==> config.mk <==
export PLATFORM = sky130hd
export DESIGN_NAME = mem_port_arbiter
export DESIGN_NICKNAME = d
export VERILOG_FILES = /design/src/rtl/mem_arb_pkg.sv /design/src/rtl/mem_port_arbiter_rr_picker.sv /design/src/rtl/mem_port_arbiter.sv
export SDC_FILE = /design/constraint.sdc
export NUM_CORES = 1
export LEC_CHECK = 0
export CORE_MARGIN = 4
export CORE_UTILIZATION = 42
export CTS_BUF_LIST = sky130_fd_sc_hd__clkbuf_8
export DETAILED_ROUTE_END_ITERATION = 7
export HOLD_SLACK_MARGIN = 0.08
export PLACE_DENSITY = 0.88
export SETUP_SLACK_MARGIN = 0.15
export SLEW_MARGIN = 10
export SYNTH_ARGS = -nofsm -noshare
export SYNTH_HDL_FRONTEND = slang
export SYNTH_SLANG_ARGS = --single-unit
==> constraint.sdc <==
create_clock -name clk -period 6.5 [get_ports clk]
set_clock_uncertainty 0.15 [all_clocks]
set_input_delay 0.975 -clock clk [delete_from_list [all_inputs] [get_ports clk]]
set_output_delay 0.975 -clock clk [all_outputs]
set_load 0.005 [all_outputs]
==> src/rtl/mem_arb_pkg.sv <==
// Shared types and defaults for the data-memory port arbiter.
package mem_arb_pkg;

   localparam int unsigned ADDR_W_DEF = 11;
   localparam int unsigned DATA_W_DEF = 32;
   localparam int unsigned MAX_NREQ   = 8;
   localparam int unsigned OWNER_W    = $clog2(MAX_NREQ);

   typedef struct packed {
      logic                  we;
      logic [ADDR_W_DEF-1:0] adrs;
      logic [DATA_W_DEF-1:0] wdata;
   } mem_cmd_t;

   // Owner field is sized for the largest supported requester count.
   typedef struct packed {
      logic               valid;
      logic [OWNER_W-1:0] owner;
   } arb_tag_t;

endpackage

==> src/rtl/mem_port_arbiter_rr_picker.sv <==
// Combinational round-robin pick: first asserted request at or after the pointer.
module rr_picker #(
   parameter  int unsigned NREQ  = 4,
   localparam int unsigned IDX_W = $clog2(NREQ)
) (
   input  logic [NREQ-1:0]  i_req,
   input  logic [IDX_W-1:0] i_ptr,
   output logic [NREQ-1:0]  o_gnt,
   output logic [IDX_W-1:0] o_idx,
   output logic             o_any
);

   logic [IDX_W:0]   w_sum;
   logic [IDX_W-1:0] w_pos;

   always_comb begin
      o_gnt = '0;
      o_idx = '0;
      o_any = 1'b0;
      w_sum = '0;
      w_pos = '0;
      for (int unsigned k = 0; k < NREQ; k++) begin
         // Position (ptr + k) mod NREQ without a divider.
         w_sum = {1'b0, i_ptr} + (IDX_W+1)'(k);
         if (w_sum >= (IDX_W+1)'(NREQ))
            w_sum = w_sum - (IDX_W+1)'(NREQ);
         w_pos = w_sum[IDX_W-1:0];
         if (!o_any && i_req[w_pos]) begin
            o_any        = 1'b1;
            o_gnt[w_pos] = 1'b1;
            o_idx        = w_pos;
         end
      end
   end

endmodule

==> src/rtl/mem_port_arbiter.sv <==
// Round-robin arbiter sharing one memory command port among NREQ requesters,
// with a 2-deep tag pipeline routing read data back to its owner.
module mem_port_arbiter
   import mem_arb_pkg::*;
#(
   parameter int unsigned NREQ   = 4,
   parameter int unsigned ADDR_W = ADDR_W_DEF,
   parameter int unsigned DATA_W = DATA_W_DEF
) (
   input  logic                     clk,
   input  logic                     reset,
   input  logic [NREQ-1:0]          req,
   input  logic [NREQ-1:0]          req_we,
   input  logic [NREQ*ADDR_W-1:0]   req_adrs,
   input  logic [NREQ*DATA_W-1:0]   req_wdata,
   output logic [NREQ-1:0]          gnt,
   output logic [NREQ-1:0]          rsp_valid,
   output logic [DATA_W-1:0]        rsp_data,
   output logic                     mem_w_en,
   output logic [ADDR_W-1:0]        mem_w_adrs,
   output logic [DATA_W-1:0]        mem_data_in,
   output logic                     mem_r_en,
   output logic [ADDR_W-1:0]        mem_r_adrs,
   input  logic [DATA_W-1:0]        mem_data_out,
   input  logic                     mem_r_valid,
   output logic                     err_tag
);

   localparam int unsigned IDX_W = $clog2(NREQ);

   logic [IDX_W-1:0]  r_ptr;
   logic [IDX_W-1:0]  w_idx;
   logic [IDX_W-1:0]  w_ptr_next;
   logic [NREQ-1:0]   w_gnt_raw;
   logic              w_any;
   logic              w_accept;
   logic              w_sel_we;
   logic [ADDR_W-1:0] w_sel_adrs;
   logic [DATA_W-1:0] w_sel_wdata;
   logic [NREQ-1:0]   w_owner_hot;
   logic              w_rsp_ok;
   logic              w_err_set;
   arb_tag_t          r_tag1;
   arb_tag_t          r_tag2;
   logic              r_rst_d;

   rr_picker #(.NREQ(NREQ)) u_picker (
      .i_req (req),
      .i_ptr (r_ptr),
      .o_gnt (w_gnt_raw),
      .o_idx (w_idx),
      .o_any (w_any)
   );

   assign gnt         = reset ? '0 : w_gnt_raw;
   assign w_accept    = w_any & ~reset;
   assign w_sel_we    = req_we[w_idx];
   assign w_sel_adrs  = req_adrs[w_idx*ADDR_W +: ADDR_W];
   assign w_sel_wdata = req_wdata[w_idx*DATA_W +: DATA_W];
   assign w_ptr_next  = (w_idx == IDX_W'(NREQ-1)) ? '0 : w_idx + 1'b1;

   always_comb begin
      w_owner_hot = '0;
      for (int unsigned i = 0; i < NREQ; i++)
         w_owner_hot[i] = (r_tag2.owner == OWNER_W'(i));
   end

   // A read issued in the reset cycle still comes back one cycle later; that
   // straggler is dropped silently instead of flagged as an orphan.
   assign w_rsp_ok  = r_tag2.valid & mem_r_valid;
   assign w_err_set = (mem_r_valid & ~r_tag2.valid & ~r_rst_d) |
                      (r_tag2.valid & ~mem_r_valid);

   always_ff @(posedge clk)
      r_rst_d <= reset;

   always_ff @(posedge clk) begin
      if (reset) begin
         r_ptr       <= '0;
         mem_w_en    <= 1'b0;
         mem_r_en    <= 1'b0;
         mem_w_adrs  <= '0;
         mem_r_adrs  <= '0;
         mem_data_in <= '0;
         r_tag1      <= '0;
         r_tag2      <= '0;
         rsp_valid   <= '0;
         rsp_data    <= '0;
         err_tag     <= 1'b0;
      end else begin
         mem_w_en <= w_accept & w_sel_we;
         mem_r_en <= w_accept & ~w_sel_we;
         if (w_accept) begin
            r_ptr <= w_ptr_next;
            if (w_sel_we) begin
               mem_w_adrs  <= w_sel_adrs;
               mem_data_in <= w_sel_wdata;
            end else begin
               mem_r_adrs  <= w_sel_adrs;
            end
         end
         r_tag1.valid <= w_accept & ~w_sel_we;
         r_tag1.owner <= OWNER_W'(w_idx);
         r_tag2       <= r_tag1;
         rsp_valid    <= w_rsp_ok ? w_owner_hot : '0;
         if (w_rsp_ok)
            rsp_data <= mem_data_out;
         if (w_err_set)
            err_tag <= 1'b1;
      end
   end

endmodule
==> results of run 1 <==
-- sequential cells by signal, summed over array words and instances (netlist names) --
signal / flops
r_ptr: 2
r_tag2: 3
r_rst_d: 1
rsp_data: 32
mem_w_en: 1
rsp_valid: 4
mem_w_adrs: 11
r_tag1: 3
mem_r_adrs: 11
mem_data_in: 32
err_tag: 1
-- cell families (layout without fill, tap and decap cells) --
group / after synthesis / in the layout
buffers and inverters: 68 / 334
adder cells (fa/ha/maj): 8 / 8
AO/OA/AOI/OAI: 117 / 117
flip-flops: 101 / 101
AND/OR/NAND/NOR: 472 / 472
XOR/XNOR: 1 / 1
multiplexers: 8 / 8
-- critical path, delay by kind of cell, from the launching register on --
kind                       cells  cell delay, ns
AOI/OAI and AO/OA              3            0.68
adders and majority gates      1            0.55
buffers and inverters          2            0.90
DFF                            1            0.76
muxes                          1            0.48
and+or+nand+nor                2            0.26
-- through the flow --
stage,power (W),utilization,instances
floorplan,0.002192,-,775
global placement,0.002819,0.6865,1194
detailed placement,0.002846,0.6865,1194
CTS,0.003298,0.7045,1209
global route,0.003543,0.7045,1209
finish,0.003270,0.7045,1209
-- power by group through the flow --
stage,Combinational (W),Clock [W],Sequential [W]
floorplan,0.00135,0,0.000838
global placement,0.00197,0,0.000848
detailed placement,0.00199,0,0.000852
CTS,0.00201,0.000452,0.000839
global route,0.00220,0.000480,0.000858
finish,0.00199,0.000442,0.000839
-- cell type report --
cell class                 count  area share
clock inverter                 5    0.009599
timing repair buffer         316      0.3659
tap                          168     0.02443
clock buffer                  10     0.01600
inverter                       3    0.001309
multi-input combinational    606      0.3477
sequential                   101      0.2350
-- final timing paths --
kind,startpoint,to,slack (ns),depth (start not counted)
max,r_ptr[0]$_SDFFE_PP0P_,gnt[2],1.40,9
min,mem_r_adrs[8]$_SDFFE_PP0P_,mem_r_adrs[8]$_SDFFE_PP0P_,0.31,2
max reg2reg,r_ptr[0]$_SDFFE_PP0P_,mem_data_in[6]$_SDFFE_PP0P_,1.74,9
min reg2reg,mem_r_adrs[8]$_SDFFE_PP0P_,mem_r_adrs[8]$_SDFFE_PP0P_,0.31,2
-- routing by layer --
| layer | GRT usage | vias up | part of all wire |
|---|---|---|---|
| met2 | 0.4509 | 307 | 0.49 |
| met1 | 0.2840 | 2852 | 0.38 |
| li1 | - | 3119 | - |
| met3 | 0.07250 | 50 | 0.092 |
| met4 | 0.1055 | 0 | 0.036 |
| met5 | 0 | - | 0 |
-- cells in the mapped netlist, types with 2 or more instances --
cell and number:
nor4b_1 2, nor2b_1 6, nor3_1 3, buf_6 4, nor3b_1 4, buf_4 6
a22oi_1 4, mux2i_1 3, dfxtp_1 101, buf_1 3, and3b_1 2, nand2b_1 2
nor2_1 11, nand2_1 293, a32o_1 2, a211oi_1 4, mux4_2 2, clkbuf_1 40
nor4_1 2, mux2_2 2, nand3_1 140, a21oi_1 92, a221oi_1 4, buf_2 12
inv_1 3, ha_1 8
==> metrics.cfg, run 1 <==
[synth]
avgSynthCellArea_um2 = 6.853
ys.warnings.count = 0
synth_top_area_cell = dfxtp_1
ys_top_cells_by_area = dfxtp_1 (38%), nand2_1 (21%), nand3_1 (13%)
synth_compound_area_frac = 0.1333
synth-simple-area-share = 0.3835
synth_edf_count = 0
synth_top_family_by_area = simple AND/OR/NAND/NOR gates
synth_nets = 998
yosys.area_share.xor_xnor = 0.001649
synth_cell_types = 46
synthAdderAreaFrac = 0.01885
yosysTopAreaCellShare = 0.3807
syn_inst = 775
async_reset_ff_frac = 0
synth-seq-cells = 101
yosysSeqAreaShare = 0.3807
netlist_area_um2 = 5311
yosys_most_used_dff = dfxtp_1
muxShareOfSynthArea = 0.02120

[die]
io_pins = 312
fp-row-count = 40
initial_core_util = 0.4349
dieArea_um2 = 14510
die_width_um = 120.5
coreArea_um2 = 12210
die_y_um = 120.5

[timing]
setup_viol = 0
layout_setup_ws_ns = 1.396
holdWs_ns = 0.3054
slew_headroom = 0.2230
setup_tns_ns = 0
rsz0062_at_grt = no
slew_violations = 0
min_period_ns = 5.104
hold_viol = 0
fin_crit_sh = 0.7852
fmax_mhz = 195.9
tightestPinTransition_ns = 1.165

[worst_setup_path]
worst_ep_required_time_ns = 5.37
critPathMostFrequentCell = nor2_1
worstPathArrival_ns = 3.98
cpMaxStageDelayCell = dfxtp_1
path_cells = inv_1 -> ha_1 -> mux4_2 -> a211oi_1 -> a22oi_1 -> nor2_1 -> a221oi_1 -> nor2_1 -> clkdlybuf4s50_1
timing_worst_setup_path_type = flip-flop to primary output
end_kind = primary output
critPathMaxStageDelay_ns = 0.76
cp_max_fo = 17
crit_path_start_kind = flip-flop

[status]
status = complete, no violations

[finish]
regArea_um2 = 2022
area_delta_synth_final_pct = 61.98
layout.nets = 1260
final_cell_mix = clkdlybuf4s50_1 (310), nand2_1 (293), nand3_1 (140), dfxtp_1 (101), a21oi_1 (92)
fill_cells = 1047
final_common_cell = clkdlybuf4s50_1
antenna_cells = 0
fin_area_um2 = 8603
multi_input_area_um2 = 2992
drive_gt1_frac = 0.03266

[clock_tree]
clk_pin_slew_ns = 0.10
cts_root_buf = clkbuf_8
ctsHoldBuffers = 0
clockBufferDepth = 2
cts_resized = 0
cts_tree = yes
cts_sinks = 101
cts_max_level = 3
cts_buffers = 9
clk_latency_ns = 0.35
post-cts-setup-buffers = 0

[route]
drc = 0
wl_mm = 19.52
vias = 6328
drt_iter0_markers = 422
ant_nets = 0
wl_per_cell_um = 16.14
via_per_inst = 5.234
first_pass_iters = 6

[global_routing]
antenna_found_initial = 0
grt_pass1_vias = 5970
gr-usage-all-layers = 0.2540
grt_remaining_overflow = 0
grt_max_degree = 94
grt_first_pass_wirelength_mm = 29.79

[pwr]
p_int_w = 0.001794
leakage_nw = 3.260
comb_power_share = 0.608
clock_power_share = 0.135
max-vdd-ir-drop_uv = 276.1
p_per_area_nw_per_um2 = 380.0
p_switching_w = 0.001476
pwr-share-seq = 0.257
swShare = 0.4514

[place]
post-dp-hpwl_mm = 14.44
place.gp.congestion = 0.8765
dp_slack_ns = 1.607
io_buffers = 311
dpl_cell_area_um2 = 8383

[worst_hold_path]
worstHoldPathType = flip-flop to flip-flop

[job]
drv_cap = 0

Power figures use the tool's default switching activity.
==> run 2, diff against run 1 <==
--- a/config.mk
+++ b/config.mk
@@ -6,11 +6,11 @@
 export NUM_CORES = 1
 export LEC_CHECK = 0
 export CORE_MARGIN = 4
-export CORE_UTILIZATION = 42
+export CORE_UTILIZATION = 39
 export CTS_BUF_LIST = sky130_fd_sc_hd__clkbuf_8
 export DETAILED_ROUTE_END_ITERATION = 7
 export HOLD_SLACK_MARGIN = 0.08
-export PLACE_DENSITY = 0.88
+export PLACE_DENSITY = 0.83
 export SETUP_SLACK_MARGIN = 0.15
 export SLEW_MARGIN = 10
 export SYNTH_ARGS = -nofsm -noshare
==> constraint.sdc (replaced) <==
create_clock -name clk -period 4.7 [get_ports clk]
set_clock_uncertainty 0.15 [all_clocks]
set_input_delay 0.705 -clock clk [delete_from_list [all_inputs] [get_ports clk]]
set_output_delay 0.705 -clock clk [all_outputs]
set_load 0.005 [all_outputs]
==> run 2 against run 1 <==
  * First-iteration DRC count down 10%
  * Routed wire length grew 1.2%
  * Largest power group unchanged
  * Critical path depth shrank 1
  * Global-route usage shrank 1.2 points
  * Final cell count up 1.4%
  * Sequential power rose by 36%
  * Highest routed layer unchanged
  * Sequential share of layout area down 0.20 points
  * Worst hold slack worse by 0.011 ns
  * Total power increased by 40%
  * Cell area rose by 0.90%
  * Via count decreased by 0.14%
  * Largest cell class unchanged
==> metrics.cfg, run 2 (synthesized netlist as in run 1, its figures left out) <==
[place]
dp_slack_ns = 0.4946  ; -1.112 ns
dpl_cell_area_um2 = 8473  ; +1.1%
io_buffers = 311  ; unchanged
place.gp.congestion = 0.8923  ; +1.8%
dp.cells = 1211  ; +1.4%
post-dp-hpwl_mm = 14.79  ; +2.4%

[finish]
top_regs = mem_data_in (32), rsp_data (32)
final_cells = 1226  ; +1.4%
final_cell_mix = clkdlybuf4s50_1 (310), nand2_1 (293), nand3_1 (140), dfxtp_1 (100), a21oi_1 (92)
layout.nets = 1269  ; +0.71%
fill_cells = 1166  ; +11%
regArea_um2 = 2023  ; about the same
multi_input_area_um2 = 2992  ; unchanged
final_common_cell = clkdlybuf4s50_1
area_delta_synth_final_pct = 63.44
utilization = 0.6529  ; -0.05158
antenna_cells = 0  ; unchanged
fin_area_um2 = 8681  ; +0.90%
drive_gt1_frac = 0.04190  ; +0.009244

[pwr]
comb_power_share = 0.625  ; +0.017
leakage_nw = 3.296  ; +1.1%
p_per_area_nw_per_um2 = 528.1  ; +39%
p_switching_w = 0.002092  ; +42%
p_int_w = 0.002492  ; +39%
clock_power_share = 0.126  ; -0.009
swShare = 0.4564  ; +0.004991
pwr-share-seq = 0.248  ; -0.009
max-vdd-ir-drop_uv = 348.4  ; +26%

[route]
wl_mm = 19.76  ; +1.2%
routed-wl-met3_mm = 1.655  ; -7.3%
wl_met2_mm = 9.704  ; +1.1%
ant_nets = 0  ; unchanged
drt_iter0_markers = 380  ; -10%
first_pass_iters = 5  ; -1
via_per_inst = 5.154  ; -1.5%
vias = 6319  ; -0.14%
wl_per_cell_um = 16.11  ; -0.18%
drc = 0  ; unchanged
top_layer = met4
m1WireLength_mm = 7.846  ; +5.6%

[timing]
tightestPinTransition_ns = 1.165  ; -0.0001400 ns
slew_violations = 0  ; unchanged
min_period_ns = 4.246
fin_crit_sh = 0.9034
setup_viol = 0  ; unchanged
rsz0062_at_grt = no
setup_tns_ns = 0  ; unchanged
fmax_mhz = 235.5
hold_viol = 0  ; unchanged
slew_headroom = 0.2212  ; -0.001789
layout_setup_ws_ns = 0.4538  ; -0.9422 ns

[clock_tree]
cts_resized = 0  ; unchanged
clockBufferDepth = 2  ; unchanged
ctsHoldBuffers = 0  ; unchanged
post-cts-setup-buffers = 0  ; unchanged
cts_buffers = 9  ; unchanged
clk_pin_slew_ns = 0.09  ; about the same
cts_max_level = 3  ; unchanged
clk_latency_ns = 0.37  ; +0.02 ns
cts_root_buf = clkbuf_8
cts_sinks = 101  ; unchanged
cts_tree = yes

[worst_setup_path]
cp-startpoint = req[3]
worst_ep_required_time_ns = 3.85  ; -1.52 ns
r2r_cells = 10  ; +1
timing.reg2reg.setup_slack_ns = 1.11  ; -0.63 ns
rr_startpoint = r_ptr[1]$_SDFFE_PP0P_
timing_worst_setup_path_type = input pin to primary output
worstPathArrival_ns = 3.39  ; -0.59 ns
cp_max_fo = 15  ; -2
cp-endpoint = gnt[2]
crit_path_start_kind = input pin
worstReg2RegEnd = mem_data_in[10]$_SDFFE_PP0P_
end_kind = primary output

[die]
die_y_um = 124.7  ; +3.5%
dieArea_um2 = 15550  ; +7.2%
initial_core_util = 0.3995  ; -0.03545
io_pins = 312  ; unchanged
fp-row-count = 42  ; +5.0%
coreArea_um2 = 13300  ; +8.9%
die_width_um = 124.7  ; +3.5%

[global_routing]
antenna_found_initial = 0  ; unchanged
grt_first_pass_wirelength_mm = 30.61  ; +2.8%
grt_pass1_vias = 5868  ; -1.7%
grt_remaining_overflow = 0  ; unchanged
grt_max_degree = 88  ; -6.4%
gr-usage-all-layers = 0.2425  ; -0.01151

[worst_hold_path]
worstHoldPathType = flip-flop to flip-flop
whs_path_depth = 1  ; -1

[status]
status = complete, no violations

[job]
drv_cap = 0  ; unchanged

run 2: cell types whose count changed in the layout (fill, tap and decap cells not counted), sizes merged:
cell | previous run | this run
bufinv | 2 | 1
buf | 6 | 15
clkbuf | 10 | 9
clkinvlp | 0 | 1
clkinv | 1 | 2
run 2: routing by layer:
| metal | vias to the layer above | GRT usage |
|---|---|---|
| met3 | 40 | 0.06818 |
| met2 | 267 | 0.4259 |
| li1 | 3143 | - |
| met1 | 2869 | 0.2779 |
| met4 | 0 | 0.09413 |
| met5 | - | 0 |
run 2: worst min-delay path by stage:
stage	start	endpoint	slack, ns
6_report	r_tag1[0]$_SDFF_PP0_	r_tag2[0]$_SDFF_PP0_	0.29
2_1_floorplan	r_tag1[0]$_SDFF_PP0_	r_tag2[0]$_SDFF_PP0_	0.26
5_1_grt	r_tag1[0]$_SDFF_PP0_	r_tag2[0]$_SDFF_PP0_	0.32
3_3_place_gp	r_tag1[0]$_SDFF_PP0_	r_tag2[0]$_SDFF_PP0_	0.27
3_5_place_dp	r_tag1[0]$_SDFF_PP0_	r_tag2[0]$_SDFF_PP0_	0.27
4_1_cts	r_tag1[0]$_SDFF_PP0_	r_tag2[0]$_SDFF_PP0_	0.30
run 2: power groups by stage:
| stage | sequential [W] | clock (W) | combinational (W) |
|---|---|---|---|
| floorplan | 0.00116 | 0 | 0.00187 |
| global route | 0.00116 | 0.000624 | 0.00318 |
| global placement | 0.00115 | 0 | 0.00285 |
| detailed placement | 0.00116 | 0 | 0.00289 |
| CTS | 0.00114 | 0.000595 | 0.00289 |
| finish | 0.00114 | 0.000580 | 0.00287 |
run 2: metrics by stage:
| step | power [W] | hold slack (ns) |
|---|---|---|
| after global placement | 0.004004 | 0.2663 |
| after global routing | 0.004964 | 0.3165 |
| final | 0.004584 | 0.2942 |
| after floorplan | 0.003031 | 0.2638 |
| after detailed placement | 0.004043 | 0.2723 |
| after CTS | 0.004627 | 0.2958 |
run 2: critical path, cell delays in order:
cell,delay (ns)
clkdlybuf4s50_1,0.61
mux4_2,0.67
a211oi_1,0.46
a22oi_1,0.13
nor2_1,0.14
a221oi_1,0.06
nor2_1,0.10
clkdlybuf4s50_1,0.52
run 2: area by class of cell:
| class | count | share of cell area |
|---|---|---|
| Clock buffer | 9 | 0.01427 |
| Clock inverter | 6 | 0.009513 |
| Inverter | 3 | 0.001297 |
| Multi-Input combinational cell | 606 | 0.3446 |
| Sequential cell | 101 | 0.2331 |
| Tap cell | 176 | 0.02537 |
| Timing Repair Buffer | 325 | 0.3719 |
==> run 3, diff against run 2 <==
--- a/config.mk
+++ b/config.mk
@@ -9,7 +9,7 @@
 export CORE_UTILIZATION = 39
 export CTS_BUF_LIST = sky130_fd_sc_hd__clkbuf_8
 export DETAILED_ROUTE_END_ITERATION = 7
-export HOLD_SLACK_MARGIN = 0.08
+export HOLD_SLACK_MARGIN = 0.1
 export PLACE_DENSITY = 0.83
 export SETUP_SLACK_MARGIN = 0.15
 export SLEW_MARGIN = 10
==> results of run 3 <==
Final layout, timing and power as in run 2 (identical DEF).
